<file path="config.mk">
export PLATFORM = sky130hd
export DESIGN_NAME = sqrt_arbiter
export DESIGN_NICKNAME = d
export VERILOG_FILES = /design/src/rtl/sqrt_arbiter.sv
export SDC_FILE = /design/constraint.sdc
export NUM_CORES = 1
export LEC_CHECK = 0
export BUFFER_PORTS_ARGS = -buffer_cell sky130_fd_sc_hd__buf_2
export CAP_MARGIN = 20
export CORE_UTILIZATION = 48
export CTS_CLUSTER_DIAMETER = 120
export CTS_CLUSTER_SIZE = 30
export DETAILED_ROUTE_END_ITERATION = 10
export PLACE_DENSITY_LB_ADDON = 0.12
export SYNTH_ARGS = -nofsm -noshare
export SYNTH_HDL_FRONTEND = slang
export SYNTH_SLANG_ARGS = --single-unit
</file>
<file path="constraint.sdc">
create_clock -name clk_i -period 2.5 [get_ports clk_i]
set_input_delay 0.125 -clock clk_i [delete_from_list [all_inputs] [get_ports clk_i]]
set_output_delay 0.125 -clock clk_i [all_outputs]
set_load 0.1 [all_outputs]
</file>
<file path="src/rtl/sqrt_arbiter.sv">
// Round-robin arbiter/sequencer sharing one 8-bit iterative square-root core among N_REQ requesters.
// Optional build macro SQRT_ARB_FIXED_PRIO_EN selects fixed lowest-index priority instead of round-robin.
module sqrt_arbiter #(
   parameter int N_REQ = 2,
   parameter int IDX_W = 1
) (
   input  logic                 clk_i,
   input  logic                 rst_i,
   input  logic [N_REQ-1:0]     req_i,
   input  logic [8*N_REQ-1:0]   x_i,
   output logic [N_REQ-1:0]     ack_o,
   output logic [N_REQ-1:0]     done_o,
   output logic [7:0]           y_o,
   output logic [IDX_W-1:0]     owner_o,
   output logic                 busy_o,
   output logic                 sq_start_o,
   output logic [7:0]           sq_x_o,
   input  logic                 sq_busy_i,
   input  logic [7:0]           sq_y_i
);

   typedef enum logic [2:0] {IDLE, ISSUE, WAIT_BUSY, WAIT_DONE, RESP} state_t;

   state_t             state_q;
   logic [N_REQ-1:0]   ack_q;
   logic [N_REQ-1:0]   done_q;
   logic [7:0]         y_q;
   logic [7:0]         sq_x_q;
   logic [IDX_W-1:0]   owner_q;
   logic               busy_q;
   logic               start_q;

   logic               win_valid;
   logic [IDX_W-1:0]   win_idx;
   logic [7:0]         win_x;
   logic [N_REQ-1:0]   win_oh;
   logic [N_REQ-1:0]   owner_oh;

`ifdef SQRT_ARB_FIXED_PRIO_EN
   always_comb begin
      win_valid = 1'b0;
      win_idx   = '0;
      for (int k = N_REQ - 1; k >= 0; k--) begin
         if (req_i[k]) begin
            win_valid = 1'b1;
            win_idx   = IDX_W'(k);
         end
      end
   end
`else
   logic [IDX_W-1:0]   ptr_q;
   logic               hi_valid;
   logic [IDX_W-1:0]   hi_idx;

   // Scanning from ptr+1 with wrap: lowest requester above the pointer, else lowest overall.
   always_comb begin
      win_valid = 1'b0;
      win_idx   = '0;
      hi_valid  = 1'b0;
      hi_idx    = '0;
      for (int k = N_REQ - 1; k >= 0; k--) begin
         if (req_i[k]) begin
            win_valid = 1'b1;
            win_idx   = IDX_W'(k);
            if (IDX_W'(k) > ptr_q) begin
               hi_valid = 1'b1;
               hi_idx   = IDX_W'(k);
            end
         end
      end
      if (hi_valid) begin
         win_idx = hi_idx;
      end
   end
`endif

   always_comb begin
      win_x = '0;
      for (int k = 0; k < N_REQ; k++) begin
         if (win_idx == IDX_W'(k)) begin
            win_x = x_i[8*k +: 8];
         end
      end
   end

   for (genvar gi = 0; gi < N_REQ; gi++) begin : g_onehot
      assign win_oh[gi]   = (win_idx == IDX_W'(gi));
      assign owner_oh[gi] = (owner_q == IDX_W'(gi));
   end

   // ack rises on entry to ISSUE, start one cycle later, done while in RESP.
   always_ff @(posedge clk_i or posedge rst_i) begin
      if (rst_i) begin
         state_q <= IDLE;
         ack_q   <= '0;
         done_q  <= '0;
         y_q     <= '0;
         sq_x_q  <= '0;
         owner_q <= '0;
         busy_q  <= 1'b0;
         start_q <= 1'b0;
`ifndef SQRT_ARB_FIXED_PRIO_EN
         ptr_q   <= IDX_W'(N_REQ - 1);
`endif
      end else begin
         ack_q   <= '0;
         done_q  <= '0;
         start_q <= 1'b0;
         case (state_q)
            IDLE: begin
               if (win_valid) begin
                  ack_q   <= win_oh;
                  owner_q <= win_idx;
                  sq_x_q  <= win_x;
`ifndef SQRT_ARB_FIXED_PRIO_EN
                  ptr_q   <= win_idx;
`endif
                  busy_q  <= 1'b1;
                  state_q <= ISSUE;
               end
            end
            ISSUE: begin
               start_q <= 1'b1;
               state_q <= WAIT_BUSY;
            end
            WAIT_BUSY: begin
               if (sq_busy_i) begin
                  state_q <= WAIT_DONE;
               end
            end
            WAIT_DONE: begin
               if (!sq_busy_i) begin
                  y_q     <= sq_y_i;
                  done_q  <= owner_oh;
                  state_q <= RESP;
               end
            end
            RESP: begin
               busy_q  <= 1'b0;
               state_q <= IDLE;
            end
            default: begin
               busy_q  <= 1'b0;
               state_q <= IDLE;
            end
         endcase
      end
   end

   assign ack_o      = ack_q;
   assign done_o     = done_q;
   assign y_o        = y_q;
   assign owner_o    = owner_q;
   assign busy_o     = busy_q;
   assign sq_start_o = start_q;
   assign sq_x_o     = sq_x_q;

endmodule
</file>
==> results.py, run 1 <==
metrics = {
    "worst_setup_path": {
        "crit_slowest_cell": "or3_1",
        "cp-start-kind": "flip-flop",
        "cp.arrival_ns": 1.80,
        "cp_cell_sequence": "or3_1 -> o21bai_1 -> o221a_2",
        "end_kind": "flip-flop",
        "required_ns": 2.76,
        "path_max_fanout": 9,
        "crit_type": "reg -> reg",
        "max_stage_delay_ns": 0.57,
    },
    "run_status": {
        "status": "finished clean",
    },
    "synth": {
        "syn_area_um2": 1106,
        "syn_avg_cell_area_um2": 13.83,
        "synth_cell_types": 23,
        "synth-main-ff-cell": "dfrtp_1",
        "synth_nets": 109,
        "ys_async_sr_fraction_pct": 100.0,
        "syn-instance-count": 80,
        "synth-seq-cells": 27,
        "yosysWarningCount": 0,
        "ys_seq_area_share_pct": 61.20,
        "synth_edf_count": 0,
    },
    "sta": {
        "final_hold_viol_count": 0,
        "fin_setup_tns_ns": 0,
        "fin_skew_ns": 0.002293,
        "fmax_ghz": 0.6486,
        "setup_viol": 0,
        "period_minus_slack_ns": 1.542,
        "finalMaxSlewViolations": 0,
        "tightestPinTransition_ns": 0.6052,
        "rsz0062_at_grt": "false",
        "maxSlewHeadroom_pct": 59.50,
        "min_period_over_period_pct": 61.68,
    },
    "final_layout": {
        "seq_area_um2": 676.9,
        "multi_input_area_um2": 397.9,
        "layout-drive-gt1-share_pct": 57.78,
        "n_fill_cell": 191,
        "diodes": 0,
        "final_cells": 163,
        "final_nets": 165,
        "utilization_pct": 65.33,
        "fin_area_um2": 1431,
        "area_growth_pct": 29.41,
    },
    "die": {
        "die_y_um": 50.01,
        "initial_core_util_pct": 50.49,
        "die_area_um2": 2501,
        "core_um2": 2191,
        "pin_count": 52,
        "fp-row-count": 17,
        "die_w_um": 50.01,
    },
    "routing": {
        "drt-pass1-iter-count": 4,
        "viasPerCell": 5.233,
        "via_count": 853,
        "ant_nets": 0,
        "wl_mm": 2.191,
        "wl_per_cell_um": 13.44,
        "first_iter_violations": 6,
        "drc_errors": 0,
    },
    "grt": {
        "grt_max_degree": 28,
        "grt_first_pass_wirelength_mm": 3.684,
        "grt_pass1_vias": 806,
        "overflow": 0,
        "antenna_found_initial": 0,
        "track_usage_pct": 20.03,
    },
    "placed_design": {
        "routabilityCongestion": 0.7086,
        "port_buffers": 51,
        "dp_hpwl_mm": 1.629,
        "dp_cells": 157,
        "post_dp_cell_area_um2": 1380,
    },
    "clock_tree": {
        "cts_buffers": 3,
        "clkSinkCount": 27,
        "cts_tree": "built",
        "ctsResizeCount": 0,
        "clockRootBuffer": "clkbuf_4",
        "cts_buffer_depth": 2,
        "cts.htree.levels": 1,
        "path_clk_slew_ns": 0.13,
        "clock_latency_ns": 0.31,
    },
    "hold_path": {
        "hold_path_class": "in -> reg",
    },
    "flow_run": {
        "cap_viol_max_count": 0,
    },
}
[cells in the mapped netlist, types with 2 or more instances]
cell,instances,share of area (%)
mux2_2,8,8.1
nor2_1,4,1.4
nor3_4,2,2.9
o21bai_1,8,5.4
nand2_1,2,0.68
a21oi_1,3,1.4
dfrtp_1,26,59
o221a_2,8,8.1
inv_1,4,1.4
nand3_2,2,1.8
[metrics by stage]
stage	hold WS (ns)	setup WS [ns]
4_1_cts	0.02238	0.9405
5_1_grt	0.008962	0.8267
6_report	0.02397	0.9581
3_5_place_dp	0.3599	0.9582
2_1_floorplan	0.1770	1.161
3_3_place_gp	0.3583	1.025
[critical path, delay by kind of cell (launching register included)]
family	cells	cell delay, ns
simple gates	1	0.57
flops	1	0.52
compound gates	2	0.40
[flip-flops by register name (all words and copies together) (netlist names), 2 cells and up]
register / count
done_o: 2
y_o: 8
sq_x_o: 8
state_q: 3
ack_o: 2
[timing repair]
action / in CTS / in global routing
hold endpoints to repair: 0 / 11
buffers inserted: 0 / 0
hold buffers: 0 / 1
[area by class of cell]
cell class	count	share of cell area (%)
Clock buffer	4	1.836
Inverter	4	1.049
Multi-Input combinational cell	47	27.80
Sequential cell	27	47.29
Tap cell	28	2.448
Timing Repair Buffer	53	19.58
[kinds of logic (layout without fill, tap and decap cells)]
family,Yosys count,in the layout,share of synthesized area (%)
mux,8,8,8.145
compound gates,22,22,16.52
flops,27,27,61.20
simple gates,17,17,11.31
buf+inv,6,61,2.827
[routing by layer]
layer | GRT usage, % | up-vias | wire length, µm
met5 | 0 | - | 0
met4 | 5.714 | 0 | 14
met3 | 4.012 | 2 | 123
met2 | 32.44 | 37 | 1056
met1 | 27.03 | 405 | 996
li1 | - | 409 | -
[layout by cell type, fill, tap and decap left out]
cell	n
o21bai_1	8
a31oi_1	1
or3_1	1
nor3_4	2
clkbuf_1	1
o22ai_1	1
nand3_2	2
nand2_1	2
a21oi_1	3
nand2b_1	1
dlygate4sd3_1	1
buf_2	51
nor2_1	4
clkbuf_4	3
and2_2	1
nand2_4	1
inv_1	4
buf_8	1
nor4_1	1
o221a_2	8
dfrtp_1	26
nor3b_1	1
dfstp_2	1
o21ai_0	1
mux2_2	8
nor3_1	1
[worst paths after layout]
| check | start | end | slack [ns] | cells after the start |
|---|---|---|---|---|
| min in group asynchronous | rst_i | busy_o$_DFFE_PP0P_ | 0.35 | 3 |
| min | req_i[0] | ptr_q$_DFFE_PP1P_ | 0.02 | 2 |
| min reg2reg | owner_o$_DFFE_PP0P_ | done_o[0]$_DFF_PP0_ | 0.51 | 1 |
| max | state_q[2]$_DFFE_PP0P_ | sq_x_o[1]$_DFFE_PP0P_ | 0.96 | 3 |
| max in group asynchronous | rst_i | ptr_q$_DFFE_PP1P_ | 1.60 | 4 |
| max reg2reg | state_q[2]$_DFFE_PP0P_ | sq_x_o[1]$_DFFE_PP0P_ | 0.96 | 3 |
Power of run 1 is not shown: default switching activity piles up to over one toggle a cycle in this logic, so the estimate is an artifact.
==> run 2: changes to the inputs <==
--- a/config.mk
+++ b/config.mk
@@ -5,9 +5,10 @@
 export SDC_FILE = /design/constraint.sdc
 export NUM_CORES = 1
 export LEC_CHECK = 0
+export ABC_AREA = 1
 export BUFFER_PORTS_ARGS = -buffer_cell sky130_fd_sc_hd__buf_2
 export CAP_MARGIN = 20
-export CORE_UTILIZATION = 48
+export CORE_UTILIZATION = 45
 export CTS_CLUSTER_DIAMETER = 120
 export CTS_CLUSTER_SIZE = 30
 export DETAILED_ROUTE_END_ITERATION = 10
==> constraint.sdc (replaced) <==
create_clock -name clk_i -period 1.5 [get_ports clk_i]
set_input_delay 0.075 -clock clk_i [delete_from_list [all_inputs] [get_ports clk_i]]
set_output_delay 0.075 -clock clk_i [all_outputs]
set_load 0.1 [all_outputs]
==> results.py, run 2 <==
metrics = {
    "routing": {
        "ant_nets": 0,
        "drc_errors": 0,
        "viasPerCell": 4.568,
        "first_iter_violations": 22,
        "via_count": 1069,
        "wl_mm": 2.603,
        "drt-pass1-iter-count": 6,
        "wl_per_cell_um": 11.12,
    },
    "worst_setup_path": {
        "cp-start-kind": "flip-flop",
        "crit_slowest_cell": "buf_2",
        "cp_cell_sequence": "buf_2",
        "path_max_fanout": 3,
        "max_stage_delay_ns": 0.44,
        "crit_family": "buffers and inverters",
        "end_kind": "output pin",
        "required_ns": 1.42,
        "cp.arrival_ns": 1.19,
        "crit_type": "reg -> out",
        "cp_num_buf_inv": 1,
    },
    "grt": {
        "grt_pass1_vias": 1064,
        "track_usage_pct": 21.21,
        "overflow": 0,
        "grt_max_degree": 28,
        "antenna_found_initial": 0,
        "grt_first_pass_wirelength_mm": 4.319,
    },
    "sta": {
        "fin_setup_tns_ns": 0,
        "period_minus_slack_ns": 1.261,
        "maxSlewHeadroom_pct": 67.51,
        "finalMaxSlewViolations": 0,
        "setup_viol": 0,
        "rsz0062_at_grt": "false",
        "fin_skew_ns": 0.002836,
        "final_hold_viol_count": 0,
        "fmax_ghz": 0.7929,
        "tightestPinTransition_ns": 0.4907,
        "min_period_over_period_pct": 84.08,
    },
    "clock_tree": {
        "cts_buffer_depth": 2,
        "cts_buffers": 3,
        "cts_tree": "built",
        "cts.htree.levels": 1,
        "path_clk_slew_ns": 0.16,
        "cts_setup_buffers": 0,
        "clockRootBuffer": "clkbuf_4",
        "ctsResizeCount": 0,
        "clock_latency_ns": 0.33,
        "clkSinkCount": 27,
    },
    "synth": {
        "synth_top_cell_area_share_pct": 55.97,
        "synthTopCellsByCount": "nand2_1 (82), dfrtp_1 (26), inv_1 (7)",
        "yosysWarningCount": 0,
        "ys_async_sr_fraction_pct": 100.0,
        "synth.most_common_cell": "nand2_1",
        "syn_area_um2": 1162,
        "synth_edf_count": 0,
        "ys_seq_area_share_pct": 58.23,
        "syn-instance-count": 140,
        "synth_area_leaders": "dfrtp_1 (56%), nand2_1 (26%), dfstp_2 (2.3%)",
        "synth_cell_types": 15,
        "synth_area_leader_cell": "dfrtp_1",
        "syn_avg_cell_area_um2": 8.303,
        "synth-main-ff-cell": "dfrtp_1",
        "synth_nets": 169,
        "synth-seq-cells": 27,
    },
    "final_layout": {
        "n_fill_cell": 222,
        "layout-drive-gt1-share_pct": 33.33,
        "final_cell_mix": "nand2_1 (82), buf_2 (51), dfrtp_1 (26)",
        "final_nets": 234,
        "multi_input_area_um2": 420.4,
        "seq_area_um2": 676.9,
        "area_growth_pct": 35.09,
        "final_common_cell": "nand2_1",
        "final_cells": 234,
        "diodes": 0,
    },
    "die": {
        "die_area_um2": 2790,
        "pin_count": 52,
        "initial_core_util_pct": 47.35,
        "die_y_um": 52.83,
        "fp-row-count": 18,
        "core_um2": 2455,
        "die_w_um": 52.83,
    },
    "placed_design": {
        "port_buffers": 51,
        "dp_hpwl_mm": 1.771,
        "routabilityCongestion": 0.8187,
        "dp_cells": 221,
    },
    "flow_run": {
        "cap_viol_max_count": 0,
    },
    "hold_path": {
        "hold_path_class": "in -> reg",
    },
    "run_status": {
        "status": "finished clean",
    },
}
run 2: cell types whose count changed after synthesis, sizes merged, moves of 2 or more:
cell,delta
nand2,+82
mux2,-8
o21bai,-8
o221a,-8
inv,+5
nand4,+4
a21oi,-3
nor3,-3
nand3,+2
nor2,+2
run 2: kinds of logic (layout without fill, tap and decap cells):
group / after synthesis / after routing / share of synthesized area [%]
simple gates: 99 / 99 / 35.41
buf+inv: 13 / 77 / 5.597
flops: 27 / 27 / 58.23
compound gates: 1 / 1 / 0.7536
run 2: metrics by stage:
stage	cell area [µm²]	util, %	worst slack [ns]	hold WS [ns]
floorplan	1162	-	0.2013	0.1270
global placement	1450	59.07	0.3260	0.1454
detailed placement	1450	59.07	0.3038	0.1528
CTS	1570	63.97	0.2285	0.01458
global route	1570	63.97	0.1629	0.04650
finish	1570	63.97	0.2389	0.01739
run 2: final cells by class:
type,count,share of cell area (%)
clock buffer,3,1.434
tap,30,2.390
sequential,27,43.11
inverter,10,2.390
multi-input combinational,100,26.77
clock inverter,1,0.4781
timing repair buffer,63,23.43
run 2: final timing paths:
path | from | end | slack (ns) | cells past startpoint
min reg2reg | ptr_q$_DFFE_PP1P_ | ptr_q$_DFFE_PP1P_ | 0.49 | 2
max in group asynchronous | rst_i | ptr_q$_DFFE_PP1P_ | 0.89 | 4
max | owner_o$_DFFE_PP0P_ | owner_o | 0.24 | 1
max reg2reg | ptr_q$_DFFE_PP1P_ | sq_x_o[1]$_DFFE_PP0P_ | 0.28 | 7
min | x_i[15] | sq_x_o[7]$_DFFE_PP0P_ | 0.02 | 5
min in group asynchronous | rst_i | sq_x_o[1]$_DFFE_PP0P_ | 0.31 | 4
run 2: timing repair:
| item | 4_1_cts | 5_1_grt |
|---|---|---|
| hold buffers | 9 | 0 |
| hold endpoints to repair | 34 | 0 |
| setup endpoints to repair | 0 | 0 |
run 2: metal layers:
layer | part of all wire [%] | global-route usage (%)
met1 | 47 | 27.97
met2 | 49 | 34.60
met3 | 3.3 | 2.609
met4 | 0.46 | 9.211
met5 | 0 | 0
Power of run 2 is left out for the same reason.
